$ cat src/rtl/game_clock_controller.sv
// Game clock sequencer: MM:SS countdown, period counter, shot clock.
// Ports: clock_in/reset_n, tick_in, start_pause, shot_reset, next_period
//   in; minutes/seconds/shot/period counts and run/end/expire/over flags
//   out. Shot clock logic is present only when SHOT_CLOCK_EN is defined.
module game_clock_controller #(
  parameter int PERIOD_MIN  = 10,
  parameter int NUM_PERIODS = 4,
  parameter int SHOT_SEC    = 24
) (
  input  logic       clock_in,
  input  logic       reset_n,
  input  logic       tick_in,
  input  logic       start_pause,
  input  logic       shot_reset,
  input  logic       next_period,
  output logic [3:0] minutes_out,
  output logic [5:0] seconds_out,
  output logic [4:0] shot_out,
  output logic [2:0] period_out,
  output logic       running_out,
  output logic       period_end_out,
  output logic       shot_expired_out,
  output logic       game_over_out
);

`ifdef SHOT_CLOCK_EN
  localparam bit ShotEn = 1'b1;
`else
  localparam bit ShotEn = 1'b0;
`endif

  localparam logic [3:0] MinInit  = 4'(PERIOD_MIN);
  localparam logic [4:0] ShotInit = ShotEn ? 5'(SHOT_SEC) : 5'd0;
  localparam logic [2:0] LastPer  = 3'(NUM_PERIODS);

  typedef enum logic [2:0] {
    IDLE, RUN, PAUSE, PEND, OVER
  } state_t;

  state_t     state_q, state_n;
  logic [3:0] min_q, min_n;
  logic [5:0] sec_q, sec_n;
  logic [4:0] shot_q, shot_n;
  logic [2:0] per_q, per_n;
  logic       pe_q, pe_n;
  logic       se_q, se_n;
  logic       run_q, over_q;
  logic       shot_block, shot_rl;

  // An expired shot clock locks out start until it is reloaded.
  assign shot_block = ShotEn && (shot_q == 5'd0);
  assign shot_rl    = ShotEn && shot_reset;

  always_comb begin
    state_n = state_q;
    min_n   = min_q;
    sec_n   = sec_q;
    shot_n  = shot_q;
    per_n   = per_q;
    pe_n    = 1'b0;
    se_n    = 1'b0;
    unique case (state_q)
      IDLE: begin
        if (shot_rl) shot_n = ShotInit;
        if (start_pause && !shot_block)
          state_n = RUN;
      end
      RUN: begin
        // Reload beats the tick for the shot clock only.
        if (shot_rl) begin
          shot_n = ShotInit;
        end else if (tick_in && ShotEn
                     && shot_q != 5'd0) begin
          shot_n = shot_q - 5'd1;
          se_n   = (shot_q == 5'd1);
        end
        if (tick_in) begin
          if (sec_q != 6'd0) begin
            sec_n = sec_q - 6'd1;
          end else if (min_q != 4'd0) begin
            min_n = min_q - 4'd1;
            sec_n = 6'd59;
          end
        end
        // Period end outranks the shot auto-pause.
        if (tick_in && min_n == 4'd0
            && sec_n == 6'd0) begin
          pe_n    = 1'b1;
          state_n = (per_q < LastPer) ? PEND : OVER;
        end else if (se_n || start_pause) begin
          state_n = PAUSE;
        end
      end
      PAUSE: begin
        if (shot_rl) shot_n = ShotInit;
        if (start_pause && !shot_block)
          state_n = RUN;
      end
      PEND: begin
        if (next_period) begin
          per_n   = per_q + 3'd1;
          min_n   = MinInit;
          sec_n   = 6'd0;
          shot_n  = ShotInit;
          state_n = IDLE;
        end
      end
      OVER: begin
        state_n = OVER;
      end
      default: state_n = IDLE;
    endcase
  end

  always_ff @(posedge clock_in or negedge reset_n) begin
    if (!reset_n) begin
      state_q <= IDLE;
      min_q   <= MinInit;
      sec_q   <= 6'd0;
      shot_q  <= ShotInit;
      per_q   <= 3'd1;
      pe_q    <= 1'b0;
      se_q    <= 1'b0;
      run_q   <= 1'b0;
      over_q  <= 1'b0;
    end else begin
      state_q <= state_n;
      min_q   <= min_n;
      sec_q   <= sec_n;
      shot_q  <= shot_n;
      per_q   <= per_n;
      pe_q    <= pe_n;
      se_q    <= se_n;
      run_q   <= (state_n == RUN);
      over_q  <= (state_n == OVER);
    end
  end

  assign minutes_out      = min_q;
  assign seconds_out      = sec_q;
  assign shot_out         = shot_q;
  assign period_out       = per_q;
  assign running_out      = run_q;
  assign period_end_out   = pe_q;
  assign shot_expired_out = se_q;
  assign game_over_out    = over_q;

endmodule
$ cat config.mk
export PLATFORM = sky130hd
export DESIGN_NAME = game_clock_controller
export DESIGN_NICKNAME = d
export VERILOG_FILES = /design/src/rtl/game_clock_controller.sv
export SDC_FILE = /design/constraint.sdc
export NUM_CORES = 1
export LEC_CHECK = 0
export ABC_CLOCK_PERIOD_IN_PS = 6000
export CAP_MARGIN = 20
export CELL_PAD_IN_SITES_DETAIL_PLACEMENT = 0
export CELL_PAD_IN_SITES_GLOBAL_PLACEMENT = 1
export CORE_MARGIN = 2
export CORE_UTILIZATION = 40
export DETAILED_ROUTE_END_ITERATION = 12
export PLACE_DENSITY_LB_ADDON = 0.1
export SYNTH_ARGS = -nofsm -noshare
export SYNTH_HDL_FRONTEND = slang
export SYNTH_SLANG_ARGS = --single-unit
$ cat constraint.sdc
create_clock -name clock_in -period 6 [get_ports clock_in]
set_clock_uncertainty 0.2 [all_clocks]
set_input_delay 1.2 -clock clock_in [delete_from_list [all_inputs] [get_ports clock_in]]
set_output_delay 1.2 -clock clock_in [all_outputs]
set_load 0.03 [all_outputs]
==> results of run 1 <==
## per-layer routing
| layer | share of wire (%) | up-vias | GRT usage, % | wire, um |
|---|---|---|---|---|
| li1 | - | 526 | - | - |
| met1 | 50 | 498 | 25.2 | 1350 |
| met2 | 46 | 19 | 24.6 | 1230 |
| met3 | 3.2 | 2 | 4.59 | 86 |
| met4 | 0.71 | 0 | 4.87 | 19 |
| met5 | 0 | - | 0 | 0 |
## cell families after synthesis
kind of cell | count (synthesis) | synth area share [%]
flip-flops | 19 | 39.0
adder cells (fa/ha/maj) | 3 | 3.06
other | 1 | 0.306
multiplexers | 1 | 0.816
AO/OA/AOI/OAI | 36 | 20.3
AND/OR/NAND/NOR | 56 | 25.5
XOR/XNOR | 3 | 2.14
buffers and inverters | 17 | 8.87
## through the flow
stage                     instances  total power, uW  setup WS, ns
final                           188              685          2.75
after global routing            188              745          2.66
after CTS                       188              694          2.77
after detailed placement        184              623          2.46
after global placement          184              618          2.47
after floorplan                 141              512          3.15
## where the power goes
group | internal (uW) | switching, uW | leakage, uW
combinational | 156 | 236 | 0.000339
clock | 25.9 | 41.2 | 0.0000150
sequential | 174 | 51.9 | 0.000242
## worst register-to-register path, delay by kind of cell, from the launching register on
| family | cells | cell delay (ns) |
|---|---|---|
| compound gates | 1 | 0.24 |
| fa+ha+maj | 1 | 0.25 |
| buf+inv | 1 | 0.11 |
| flops | 1 | 0.43 |
| simple gates | 5 | 1.32 |
## area by class of cell
type,count,area (um^2)
timing repair buffer,20,200
inverter,7,26.3
fill,289,1550
tap,33,41.3
sequential,19,479
multi-input combinational,105,658
clock buffer,4,26.3
## sequential cells by signal, summed over array words and instances, names as in the netlist
| name | cells |
|---|---|
| seconds_out | 6 |
| minutes_out | 4 |
| period_out | 3 |
| state_q | 3 |
| game_over_out | 1 |
| period_end_out | 1 |
| running_out | 1 |
## synthesized netlist by cell type, types with 2 or more instances
cell                       instances  area [um^2]
sky130_fd_sc_hd__buf_6             3         33.8
sky130_fd_sc_hd__a21oi_1          10         50.1
sky130_fd_sc_hd__inv_1             7         26.3
sky130_fd_sc_hd__buf_4             6         45.0
sky130_fd_sc_hd__or2b_1            2         15.0
sky130_fd_sc_hd__ha_1              3         37.5
sky130_fd_sc_hd__nand3_1           5         25.0
sky130_fd_sc_hd__nor2b_1           2         12.5
sky130_fd_sc_hd__nand4_1           3         18.8
sky130_fd_sc_hd__o21ai_0           8         40.0
sky130_fd_sc_hd__nand2_1          12         45.0
sky130_fd_sc_hd__nor2_1           14         52.6
sky130_fd_sc_hd__xnor2_1           3         26.3
sky130_fd_sc_hd__and4_4            2         22.5
sky130_fd_sc_hd__dfrtp_1          16          400
sky130_fd_sc_hd__nand2b_1          2         12.5
sky130_fd_sc_hd__a32o_1            2         20.0
sky130_fd_sc_hd__nor3_1            4         20.0
sky130_fd_sc_hd__dfstp_2           3         78.8
sky130_fd_sc_hd__a31oi_1           5         31.3
## worst paths after layout
path                                              endpoint  cells past startpoint
worst max-delay path                  state_q[0]$_DFF_PN0_                      7
worst min-delay path                  state_q[2]$_DFF_PN0_                      1
worst max register to register        state_q[0]$_DFF_PN0_                      8
worst min register to register        state_q[2]$_DFF_PN0_                      1
max in group asynchronous        period_out[1]$_DFFE_PN0P_                      1
min in group asynchronous       seconds_out[2]$_DFFE_PN0P_                      1
==> flow_results.xml, run 1 <==
<?xml version="1.0" encoding="UTF-8"?>
<metrics>
  <group name="place">
    <metric name="placedInstanceArea" unit="um^2">1410</metric>
    <metric name="portBuffers" unit="">20</metric>
    <metric name="detailedPlacementHpwl" unit="um">1990</metric>
    <metric name="gp_routability_congestion" unit="">0.816</metric>
  </group>
  <group name="clocking">
    <metric name="clk_transition_reported_paths" unit="ns">0.11</metric>
    <metric name="worst_skew_late_latency" unit="ns">0.30</metric>
    <metric name="root_buffer" unit="">sky130_fd_sc_hd__clkbuf_4</metric>
    <metric name="post-cts-setup-buffer-count" unit="">0</metric>
    <metric name="cts_buffers" unit="">3</metric>
    <metric name="ctsHoldBuffers" unit="">0</metric>
    <metric name="postCtsResizedCells" unit="">0</metric>
    <metric name="tritoncts_num_sinks" unit="">19</metric>
    <metric name="cts.htree.levels" unit="">1</metric>
    <metric name="tritoncts_clock_tree" unit="">done</metric>
    <metric name="cts_buffer_depth" unit="">2</metric>
  </group>
  <group name="setup_path">
    <metric name="critical_path_class" unit="">input pin to flip-flop</metric>
    <metric name="worst_setup_path_startpoint" unit="">tick_in</metric>
    <metric name="crit_top_cell" unit="">sky130_fd_sc_hd__and4_4</metric>
    <metric name="critPathMaxFanout" unit="">8</metric>
    <metric name="worst_path_largest_cell_delay" unit="ns">0.60</metric>
    <metric name="worst-endpoint-required" unit="ns">6.02</metric>
    <metric name="worst-endpoint-arrival" unit="ns">3.27</metric>
    <metric name="path_cells" unit="">clkdlybuf4s50_1 -&gt; or4b_1 -&gt; nor3_1 -&gt; a21oi_1 -&gt; and4_4 -&gt; and4_4 -&gt; o32ai_2</metric>
    <metric name="worstSetupStartpointType" unit="">input pin</metric>
    <metric name="timing.reg2reg.setup_slack" unit="ns">3.37</metric>
    <metric name="critical_path.endpoint_type" unit="">flip-flop</metric>
    <metric name="path_delay_family" unit="">simple AND/OR/NAND/NOR gates</metric>
    <metric name="timing.critical_path.buf_inv" unit="">1</metric>
    <metric name="cp_slowest_cell" unit="">sky130_fd_sc_hd__clkdlybuf4s50_1</metric>
    <metric name="timing.rr.start" unit="">seconds_out[0]$_DFFE_PN0P_</metric>
  </group>
  <group name="finish">
    <metric name="area_growth_syn_to_layout" unit="%">16.6</metric>
    <metric name="leading_cell_types_in_the_layout_fill_and_taps_excluded" unit="">20 x sky130_fd_sc_hd__clkdlybuf4s50_1, 16 x sky130_fd_sc_hd__dfrtp_1, 14 x sky130_fd_sc_hd__nor2_1</metric>
    <metric name="fin_area" unit="um^2">1430</metric>
    <metric name="drive_above_1_share" unit="%">11.0</metric>
    <metric name="layout.cells.most_common" unit="">sky130_fd_sc_hd__clkdlybuf4s50_1</metric>
    <metric name="nets" unit="">165</metric>
    <metric name="num_antenna_cells" unit="">0</metric>
    <metric name="finalCoreUtilization" unit="%">48.1</metric>
  </group>
  <group name="pwr">
    <metric name="powerDensity" unit="nW/um^2">479</metric>
    <metric name="vdd.ir_drop.worst" unit="V">0.000204</metric>
    <metric name="cellLeakagePower" unit="uW">0.000596</metric>
  </group>
  <group name="die">
    <metric name="chipHeight" unit="um">59.4</metric>
    <metric name="std_cell_core_area" unit="um^2">2980</metric>
    <metric name="initial_utilization" unit="%">41.2</metric>
    <metric name="num_rows" unit="">20</metric>
    <metric name="die_width" unit="um">59.4</metric>
    <metric name="fp.dieArea" unit="um^2">3530</metric>
    <metric name="floorplan.io_pins" unit="">28</metric>
  </group>
  <group name="timing">
    <metric name="portion_of_the_clock_cycle_consumed_by_the_worst_path_in_the_final_layout" unit="%">54.2</metric>
    <metric name="finalMaxSlewViolations" unit="">0</metric>
    <metric name="grt_setup_unrepaired" unit="">false</metric>
    <metric name="totalNegativeSetupSlack" unit="ns">0</metric>
    <metric name="hold_ws" unit="ns">0.300</metric>
    <metric name="minimum_period_implied_by_the_final_worst_setup_slack" unit="ns">3.25</metric>
    <metric name="hold_viol" unit="">0</metric>
    <metric name="maxSlewHeadroom" unit="%">42.8</metric>
    <metric name="timing.final.setup_violations" unit="">0</metric>
    <metric name="max_slew.worst_pin.slew" unit="ns">0.855</metric>
    <metric name="fmaxAchievable" unit="MHz">308</metric>
  </group>
  <group name="routing">
    <metric name="wl" unit="um">2680</metric>
    <metric name="dr_total_vias" unit="">1045</metric>
    <metric name="drt_pass1_iterations" unit="">4</metric>
    <metric name="1st_iter_drt_viols" unit="">33</metric>
    <metric name="post-route-drc-count" unit="">0</metric>
    <metric name="post_route_ant_nets" unit="">0</metric>
    <metric name="drt-vias-per-instance" unit="">5.56</metric>
    <metric name="avgRoutedWirePerCell" unit="um">14.3</metric>
  </group>
  <group name="grt">
    <metric name="grt_start_max_net_pins" unit="">20</metric>
    <metric name="grt_pass1_wl" unit="um">4520</metric>
    <metric name="first_global_vias" unit="">936</metric>
    <metric name="track_usage" unit="%">17.2</metric>
    <metric name="gr-total-overflow" unit="">0</metric>
    <metric name="grt_antenna_before_repair" unit="">0</metric>
  </group>
  <group name="synthesis">
    <metric name="postSynth.asyncResetShare" unit="%">100</metric>
    <metric name="synth_seq_area_share" unit="%">39.0</metric>
    <metric name="synth.ff_latch_count" unit="">19</metric>
    <metric name="synth-edff-count" unit="">0</metric>
    <metric name="synthesis.instances" unit="">136</metric>
    <metric name="synth_warnings" unit="">0</metric>
    <metric name="synthFlopType" unit="">sky130_fd_sc_hd__dfrtp_1</metric>
    <metric name="syn_avg_cell_area" unit="um^2">9.03</metric>
    <metric name="synth.lib_cells_used.distinct" unit="">44</metric>
    <metric name="post_synth_instance_area" unit="um^2">1230</metric>
  </group>
  <group name="min_path">
    <metric name="worst_hold_startpoint" unit="">state_q[1]$_DFF_PN0_</metric>
    <metric name="hp-class" unit="">flip-flop to flip-flop</metric>
  </group>
  <group name="run_status">
    <metric name="outcome" unit="">finished, final reports clean</metric>
  </group>
  <group name="run">
    <metric name="timing.max_cap.violations" unit="">0</metric>
  </group>
</metrics>
No activity file was read; power rests on OpenSTA's default activity.
==> run 2: changes to the inputs <==
- ABC_CLOCK_PERIOD_IN_PS: 6000 -> 2820
- CORE_UTILIZATION: 40 -> 33
- clock period: 6 -> 2.82 ns (I/O delays scaled with it)
==> run 2 against run 1 <==
Compared with the run above: combinational power rose by 120%; final cell count rose by 11%; first-iteration DRC count rose by 100%; via count rose by 3.9%; utilization fell by 6.0 points; total power rose by 130%; critical path type unchanged; largest cell class unchanged; largest power group unchanged; highest routed layer unchanged.
==> flow_results.xml, run 2 (synthesis results as in run 1) <==
<?xml version="1.0" encoding="UTF-8"?>
<metrics>
  <group name="setup_path">
    <metric name="path_cells" unit="">clkdlybuf4s50_1 -&gt; buf_4 -&gt; or2b_1 -&gt; nor3_1 -&gt; o31ai_1 -&gt; and4_4 -&gt; o32ai_2</metric>
    <metric name="critical_path.endpoint_type" unit="">flip-flop</metric>
    <metric name="worstSetupStartpointType" unit="">input pin</metric>
    <metric name="path_delay_family" unit="">simple AND/OR/NAND/NOR gates</metric>
    <metric name="critPathMaxFanout" unit="">6</metric>
    <metric name="critical_path_class" unit="">input pin to flip-flop</metric>
    <metric name="worst-endpoint-arrival" unit="ns">2.54</metric>
    <metric name="worst-endpoint-required" unit="ns">2.75</metric>
    <metric name="timing.critical_path.buf_inv" unit="">2</metric>
    <metric name="worst_path_largest_cell_delay" unit="ns">0.57</metric>
    <metric name="cp_slowest_cell" unit="">sky130_fd_sc_hd__o31ai_1</metric>
  </group>
  <group name="timing">
    <metric name="timing.final.ws_setup" unit="ns">0.210</metric>
    <metric name="fmaxAchievable" unit="MHz">383</metric>
    <metric name="finalMaxSlewViolations" unit="">0</metric>
    <metric name="max_slew.worst_pin.slew" unit="ns">0.672</metric>
    <metric name="grt_setup_unrepaired" unit="">false</metric>
    <metric name="portion_of_the_clock_cycle_consumed_by_the_worst_path_in_the_final_layout" unit="%">92.5</metric>
    <metric name="minimum_period_implied_by_the_final_worst_setup_slack" unit="ns">2.61</metric>
    <metric name="hold_viol" unit="">0</metric>
    <metric name="timing.final.setup_violations" unit="">0</metric>
    <metric name="maxSlewHeadroom" unit="%">54.8</metric>
  </group>
  <group name="finish">
    <metric name="nets" unit="">171</metric>
    <metric name="leading_cell_types_in_the_layout_fill_and_taps_excluded" unit="">20 x sky130_fd_sc_hd__clkdlybuf4s50_1, 16 x sky130_fd_sc_hd__dfrtp_1, 14 x sky130_fd_sc_hd__nor2_1</metric>
    <metric name="finalCoreUtilization" unit="%">42.0</metric>
    <metric name="largest_register_ffs" unit="">6</metric>
    <metric name="layout.cells.most_common" unit="">sky130_fd_sc_hd__clkdlybuf4s50_1</metric>
    <metric name="area_growth_syn_to_layout" unit="%">23.4</metric>
    <metric name="num_antenna_cells" unit="">0</metric>
    <metric name="drive_above_1_share" unit="%">14.9</metric>
  </group>
  <group name="die">
    <metric name="num_rows" unit="">22</metric>
    <metric name="floorplan.io_pins" unit="">28</metric>
    <metric name="fp.dieArea" unit="um^2">4220</metric>
    <metric name="initial_utilization" unit="%">34.0</metric>
    <metric name="std_cell_core_area" unit="um^2">3610</metric>
    <metric name="die_width" unit="um">65.0</metric>
    <metric name="chipHeight" unit="um">65.0</metric>
  </group>
  <group name="routing">
    <metric name="drt_pass1_iterations" unit="">4</metric>
    <metric name="post-route-drc-count" unit="">0</metric>
    <metric name="avgRoutedWirePerCell" unit="um">13.9</metric>
    <metric name="drt-vias-per-instance" unit="">5.20</metric>
    <metric name="wl" unit="um">2910</metric>
    <metric name="post_route_ant_nets" unit="">0</metric>
    <metric name="dr_total_vias" unit="">1086</metric>
    <metric name="1st_iter_drt_viols" unit="">67</metric>
  </group>
  <group name="clocking">
    <metric name="postCtsResizedCells" unit="">0</metric>
    <metric name="root_buffer" unit="">sky130_fd_sc_hd__clkbuf_8</metric>
    <metric name="tritoncts_num_sinks" unit="">19</metric>
    <metric name="clk_transition_reported_paths" unit="ns">0.07</metric>
    <metric name="ctsHoldBuffers" unit="">0</metric>
    <metric name="cts_buffers" unit="">3</metric>
    <metric name="post-cts-setup-buffer-count" unit="">0</metric>
    <metric name="tritoncts_clock_tree" unit="">done</metric>
    <metric name="cts_buffer_depth" unit="">2</metric>
    <metric name="cts.htree.levels" unit="">1</metric>
    <metric name="worst_skew_late_latency" unit="ns">0.26</metric>
  </group>
  <group name="grt">
    <metric name="grt_pass1_wl" unit="um">4780</metric>
    <metric name="grt_antenna_before_repair" unit="">0</metric>
    <metric name="first_global_vias" unit="">1010</metric>
    <metric name="track_usage" unit="%">14.7</metric>
    <metric name="gr-total-overflow" unit="">0</metric>
    <metric name="grt_start_max_net_pins" unit="">20</metric>
  </group>
  <group name="pwr">
    <metric name="vdd.ir_drop.worst" unit="V">0.000586</metric>
    <metric name="cellLeakagePower" unit="uW">0.000637</metric>
    <metric name="powerDensity" unit="nW/um^2">1020</metric>
  </group>
  <group name="place">
    <metric name="post-place-ws" unit="ns">-0.0213</metric>
    <metric name="detailedPlacementHpwl" unit="um">2150</metric>
    <metric name="gp_routability_congestion" unit="">0.837</metric>
    <metric name="portBuffers" unit="">20</metric>
  </group>
  <group name="min_path">
    <metric name="hp-class" unit="">flip-flop to flip-flop</metric>
  </group>
  <group name="run">
    <metric name="timing.max_cap.violations" unit="">0</metric>
  </group>
  <group name="run_status">
    <metric name="outcome" unit="">finished, final reports clean</metric>
  </group>
</metrics>
-- run 2: stage by stage --
step / power, uW / setup TNS [ns] / cell area [um^2] / cells / hold WS, ns
5_1_grt: 1680 / 0 / 1520 / 209 / 0.315
3_5_place_dp: 1360 / -0.0213 / 1470 / 205 / 0.288
2_1_floorplan: 1090 / 0 / 1250 / 141 / 0.0684
3_3_place_gp: 1350 / 0 / 1470 / 205 / 0.271
4_1_cts: 1560 / 0 / 1520 / 209 / 0.296
6_report: 1550 / 0 / 1520 / 209 / 0.301
-- run 2: path summary, 6_finish.rpt --
| check | start | endpoint | slack [ns] | depth (start not counted) |
|---|---|---|---|---|
| min in group asynchronous | reset_n | seconds_out[5]$_DFFE_PN0P_ | 0.44 | 2 |
| worst min-delay path | state_q[1]$_DFF_PN0_ | game_over_out$_DFF_PN0_ | 0.30 | 1 |
| worst min register to register | state_q[1]$_DFF_PN0_ | game_over_out$_DFF_PN0_ | 0.30 | 1 |
| max in group asynchronous | reset_n | period_out[0]$_DFFE_PN1P_ | 1.71 | 2 |
| worst max register to register | seconds_out[0]$_DFFE_PN0P_ | state_q[0]$_DFF_PN0_ | 0.28 | 8 |
| worst max-delay path | tick_in | state_q[0]$_DFF_PN0_ | 0.21 | 7 |
-- run 2: worst reg2reg max path, stage by stage (launching register included) --
cell and delay [ns]:
sky130_fd_sc_hd__dfrtp_1 0.44, sky130_fd_sc_hd__inv_1 0.12, sky130_fd_sc_hd__ha_1 0.18, sky130_fd_sc_hd__or4b_4 0.52
sky130_fd_sc_hd__nor2_1 0.14, sky130_fd_sc_hd__a21bo_2 0.17, sky130_fd_sc_hd__a32o_1 0.29, sky130_fd_sc_hd__and4_4 0.27
sky130_fd_sc_hd__o32ai_2 0.09
-- run 2: power breakdown --
part	switching, uW	internal [uW]
registers	118	371
clock network	93.3	98.1
logic	514	355
-- run 2: cell type report --
class,instances,area (um^2)
Clock inverter,1,5.00
Sequential cell,19,479
Multi-Input combinational cell,105,658
Fill cell,368,2090
Timing Repair Buffer,26,245
Clock buffer,3,41.3
Tap cell,48,60.1
Inverter,7,26.3
-- run 2: per-layer routing --
layer	share of wire [%]	vias to the layer above	GRT usage [%]
li1	-	536	-
met1	49	520	20.7
met2	46	28	23.1
met3	4.4	2	2.26
met4	0.58	0	4.79
met5	0	-	0
==> run 3: changes to the inputs <==
--- a/config.mk
+++ b/config.mk
@@ -11,4 +11,4 @@
 export CELL_PAD_IN_SITES_GLOBAL_PLACEMENT = 1
-export CORE_MARGIN = 2
-export CORE_UTILIZATION = 33
+export CORE_MARGIN = 5
+export CORE_UTILIZATION = 25
 export DETAILED_ROUTE_END_ITERATION = 12
==> constraint.sdc (replaced) <==
create_clock -name clock_in -period 2.82 [get_ports clock_in]
set_clock_uncertainty 0.2 [all_clocks]
set_input_delay 0.282 -clock clock_in [delete_from_list [all_inputs] [get_ports clock_in]]
set_output_delay 0.282 -clock clock_in [all_outputs]
set_load 0.03 [all_outputs]
==> run 3 against run 2 <==
Compared with the run above: non-clock buffer count rose by 1; worst setup slack improved by 0.049 ns; final cell count rose by 9.6%; die area rose by 52%; first-iteration DRC count fell by 55%; maximum frequency rose by 1.9%; sequential power fell by 3%; highest routed layer unchanged; clock power barely moved; register-to-register slack got worse by 0.02 ns; sequential cell count did not move.
==> flow_results.xml, run 3 (synthesis results as in run 1) <==
<?xml version="1.0" encoding="UTF-8"?>
<metrics>
  <group name="run_status">
    <metric name="outcome" unit="">finished, final reports clean</metric>
  </group>
  <group name="grt">
    <metric name="use_met3" unit="%">3.48</metric>
    <metric name="gr-max-usage-layer" unit="">met2</metric>
    <metric name="met1_capacity_usage_during_global_routing" unit="%">14.7</metric>
    <metric name="grt_pass1_wl" unit="um">5360</metric>
    <metric name="globalRouteMet2Util" unit="%">17.3</metric>
    <metric name="track_usage" unit="%">10.9</metric>
    <metric name="grt_start_max_net_pins" unit="">20</metric>
    <metric name="grt_antenna_before_repair" unit="">0</metric>
    <metric name="first_global_vias" unit="">1058</metric>
    <metric name="gr-total-overflow" unit="">0</metric>
  </group>
  <group name="finish">
    <metric name="ff_latch_area" unit="um^2">479</metric>
    <metric name="drive_above_1_share" unit="%">14.8</metric>
    <metric name="largest_register_ffs" unit="">6</metric>
    <metric name="final_cell_count_no_fill" unit="">229</metric>
    <metric name="num-fill-cells" unit="">521</metric>
    <metric name="nets" unit="">172</metric>
    <metric name="area_growth_syn_to_layout" unit="%">25.9</metric>
    <metric name="leading_cell_types_in_the_layout_fill_and_taps_excluded" unit="">20 x sky130_fd_sc_hd__clkdlybuf4s50_1, 16 x sky130_fd_sc_hd__dfrtp_1, 14 x sky130_fd_sc_hd__nor2_1</metric>
    <metric name="num_antenna_cells" unit="">0</metric>
    <metric name="layout.cells.most_common" unit="">sky130_fd_sc_hd__clkdlybuf4s50_1</metric>
    <metric name="multiInputGateArea" unit="um^2">658</metric>
    <metric name="fin_area" unit="um^2">1550</metric>
  </group>
  <group name="clocking">
    <metric name="worst_skew_late_latency" unit="ns">0.25</metric>
    <metric name="clk_transition_reported_paths" unit="ns">0.07</metric>
    <metric name="tritoncts_num_sinks" unit="">19</metric>
    <metric name="post-cts-setup-buffer-count" unit="">0</metric>
    <metric name="cts_buffer_depth" unit="">2</metric>
    <metric name="tritoncts_clock_tree" unit="">done</metric>
    <metric name="ctsHoldBuffers" unit="">0</metric>
    <metric name="root_buffer" unit="">sky130_fd_sc_hd__clkbuf_8</metric>
    <metric name="postCtsResizedCells" unit="">0</metric>
    <metric name="cts.htree.levels" unit="">1</metric>
    <metric name="cts_buffers" unit="">3</metric>
  </group>
  <group name="timing">
    <metric name="totalNegativeSetupSlack" unit="ns">0</metric>
    <metric name="minimum_period_implied_by_the_final_worst_setup_slack" unit="ns">2.56</metric>
    <metric name="timing.final.setup_violations" unit="">0</metric>
    <metric name="finalMaxSlewViolations" unit="">0</metric>
    <metric name="fmaxAchievable" unit="MHz">391</metric>
    <metric name="grt_setup_unrepaired" unit="">false</metric>
    <metric name="portion_of_the_clock_cycle_consumed_by_the_worst_path_in_the_final_layout" unit="%">90.8</metric>
    <metric name="max_slew.worst_pin.slew" unit="ns">0.707</metric>
    <metric name="hold_viol" unit="">0</metric>
    <metric name="maxSlewHeadroom" unit="%">52.5</metric>
  </group>
  <group name="run">
    <metric name="timing.max_cap.violations" unit="">0</metric>
  </group>
  <group name="place">
    <metric name="placedInstanceArea" unit="um^2">1500</metric>
    <metric name="detailedPlacementHpwl" unit="um">2410</metric>
    <metric name="gp_routability_congestion" unit="">0.733</metric>
    <metric name="portBuffers" unit="">20</metric>
    <metric name="post-place-cells" unit="">225</metric>
  </group>
  <group name="setup_path">
    <metric name="worst_path_largest_cell_delay" unit="ns">0.52</metric>
    <metric name="critical_path_class" unit="">flip-flop to flip-flop</metric>
    <metric name="crit-reg2reg-capture" unit="">state_q[0]$_DFF_PN0_</metric>
    <metric name="worst-endpoint-required" unit="ns">2.75</metric>
    <metric name="ff2ff_path_depth" unit="">8</metric>
    <metric name="cp_slowest_cell" unit="">sky130_fd_sc_hd__or4b_4</metric>
    <metric name="worst-endpoint-arrival" unit="ns">2.49</metric>
    <metric name="critPathMaxFanout" unit="">6</metric>
    <metric name="worstSetupStartpointType" unit="">flip-flop</metric>
    <metric name="timing.rr.start" unit="">seconds_out[0]$_DFFE_PN0P_</metric>
    <metric name="path_cells" unit="">inv_1 -&gt; ha_1 -&gt; or4b_4 -&gt; nor2_1 -&gt; a21bo_2 -&gt; a32o_1 -&gt; and4_4 -&gt; o32ai_2</metric>
    <metric name="critical_path.endpoint_type" unit="">flip-flop</metric>
    <metric name="timing.reg2reg.setup_slack" unit="ns">0.26</metric>
  </group>
  <group name="die">
    <metric name="fp.dieArea" unit="um^2">6410</metric>
    <metric name="floorplan.io_pins" unit="">28</metric>
    <metric name="num_rows" unit="">25</metric>
    <metric name="initial_utilization" unit="%">25.8</metric>
    <metric name="std_cell_core_area" unit="um^2">4750</metric>
    <metric name="die_width" unit="um">80.1</metric>
    <metric name="chipHeight" unit="um">80.1</metric>
  </group>
  <group name="routing">
    <metric name="wl" unit="um">3190</metric>
    <metric name="1st_iter_drt_viols" unit="">30</metric>
    <metric name="post-route-drc-count" unit="">0</metric>
    <metric name="dr_total_vias" unit="">1083</metric>
    <metric name="drt-vias-per-instance" unit="">4.73</metric>
    <metric name="post_route_ant_nets" unit="">0</metric>
    <metric name="avgRoutedWirePerCell" unit="um">13.9</metric>
    <metric name="drt_pass1_iterations" unit="">4</metric>
  </group>
  <group name="min_path">
    <metric name="hp-class" unit="">input pin to asynchronous set/reset pin</metric>
  </group>
  <group name="pwr">
    <metric name="vdd.ir_drop.worst" unit="V">0.000345</metric>
    <metric name="cellLeakagePower" unit="uW">0.000640</metric>
    <metric name="powerDensity" unit="nW/um^2">1010</metric>
  </group>
</metrics>
[run 3: how the worst max path moves through the flow]
stage / end / start / cells after the start / slack, ns
after CTS: state_q[0]$_DFF_PN0_ / seconds_out[0]$_DFFE_PN0P_ / 8 / 0.27
after floorplan: state_q[0]$_DFF_PN0_ / seconds_out[0]$_DFFE_PN0P_ / 9 / 0.18
after detailed placement: state_q[0]$_DFF_PN0_ / tick_in / 7 / 0.22
after global placement: state_q[0]$_DFF_PN0_ / tick_in / 7 / 0.19
after global routing: game_over_out$_DFF_PN0_ / seconds_out[0]$_DFFE_PN0P_ / 8 / 0.10
final: state_q[0]$_DFF_PN0_ / seconds_out[0]$_DFFE_PN0P_ / 8 / 0.26
[run 3: routing by layer]
| metal | vias up | share of wire, % |
|---|---|---|
| met4 | 0 | 0.47 |
| met5 | - | 0 |
| met2 | 31 | 47 |
| met1 | 512 | 46 |
| li1 | 538 | - |
| met3 | 2 | 5.7 |
[run 3: cell type report]
type / count / share of cell area (%)
multi-input combinational: 105 / 42.6
inverter: 7 / 1.70
clock buffer: 4 / 2.91
timing repair buffer: 27 / 16.4
sequential: 19 / 31.0
tap: 67 / 5.43
[run 3: power by group]
group | internal [uW] | leakage, uW | total (uW) | switching, uW
Clock | 100 | 0.0000228 | 191 | 90.9
Sequential | 371 | 0.000242 | 475 | 104
Combinational | 363 | 0.000375 | 899 | 536
Total | 834 | 0.000640 | 1560 | 730
[run 3: metrics by stage]
stage | worst slack, ns | hold WS (ns) | total power [uW] | utilization, %
2_1_floorplan | 0.176 | -0.214 | 1090 | -
3_3_place_gp | 0.191 | 0.284 | 1390 | 31.6
3_5_place_dp | 0.220 | 0.295 | 1380 | 31.6
4_1_cts | 0.265 | 0.174 | 1590 | 32.5
5_1_grt | 0.101 | 0.194 | 1700 | 32.5
6_report | 0.259 | 0.164 | 1560 | 32.5
[run 3: critical path, delay by kind of cell, from the launching register on]
family / cells / cell delay [ns]
fa+ha+maj: 1 / 0.18
simple gates: 3 / 0.95
compound gates: 3 / 0.58
flops: 1 / 0.43
buf+inv: 1 / 0.11
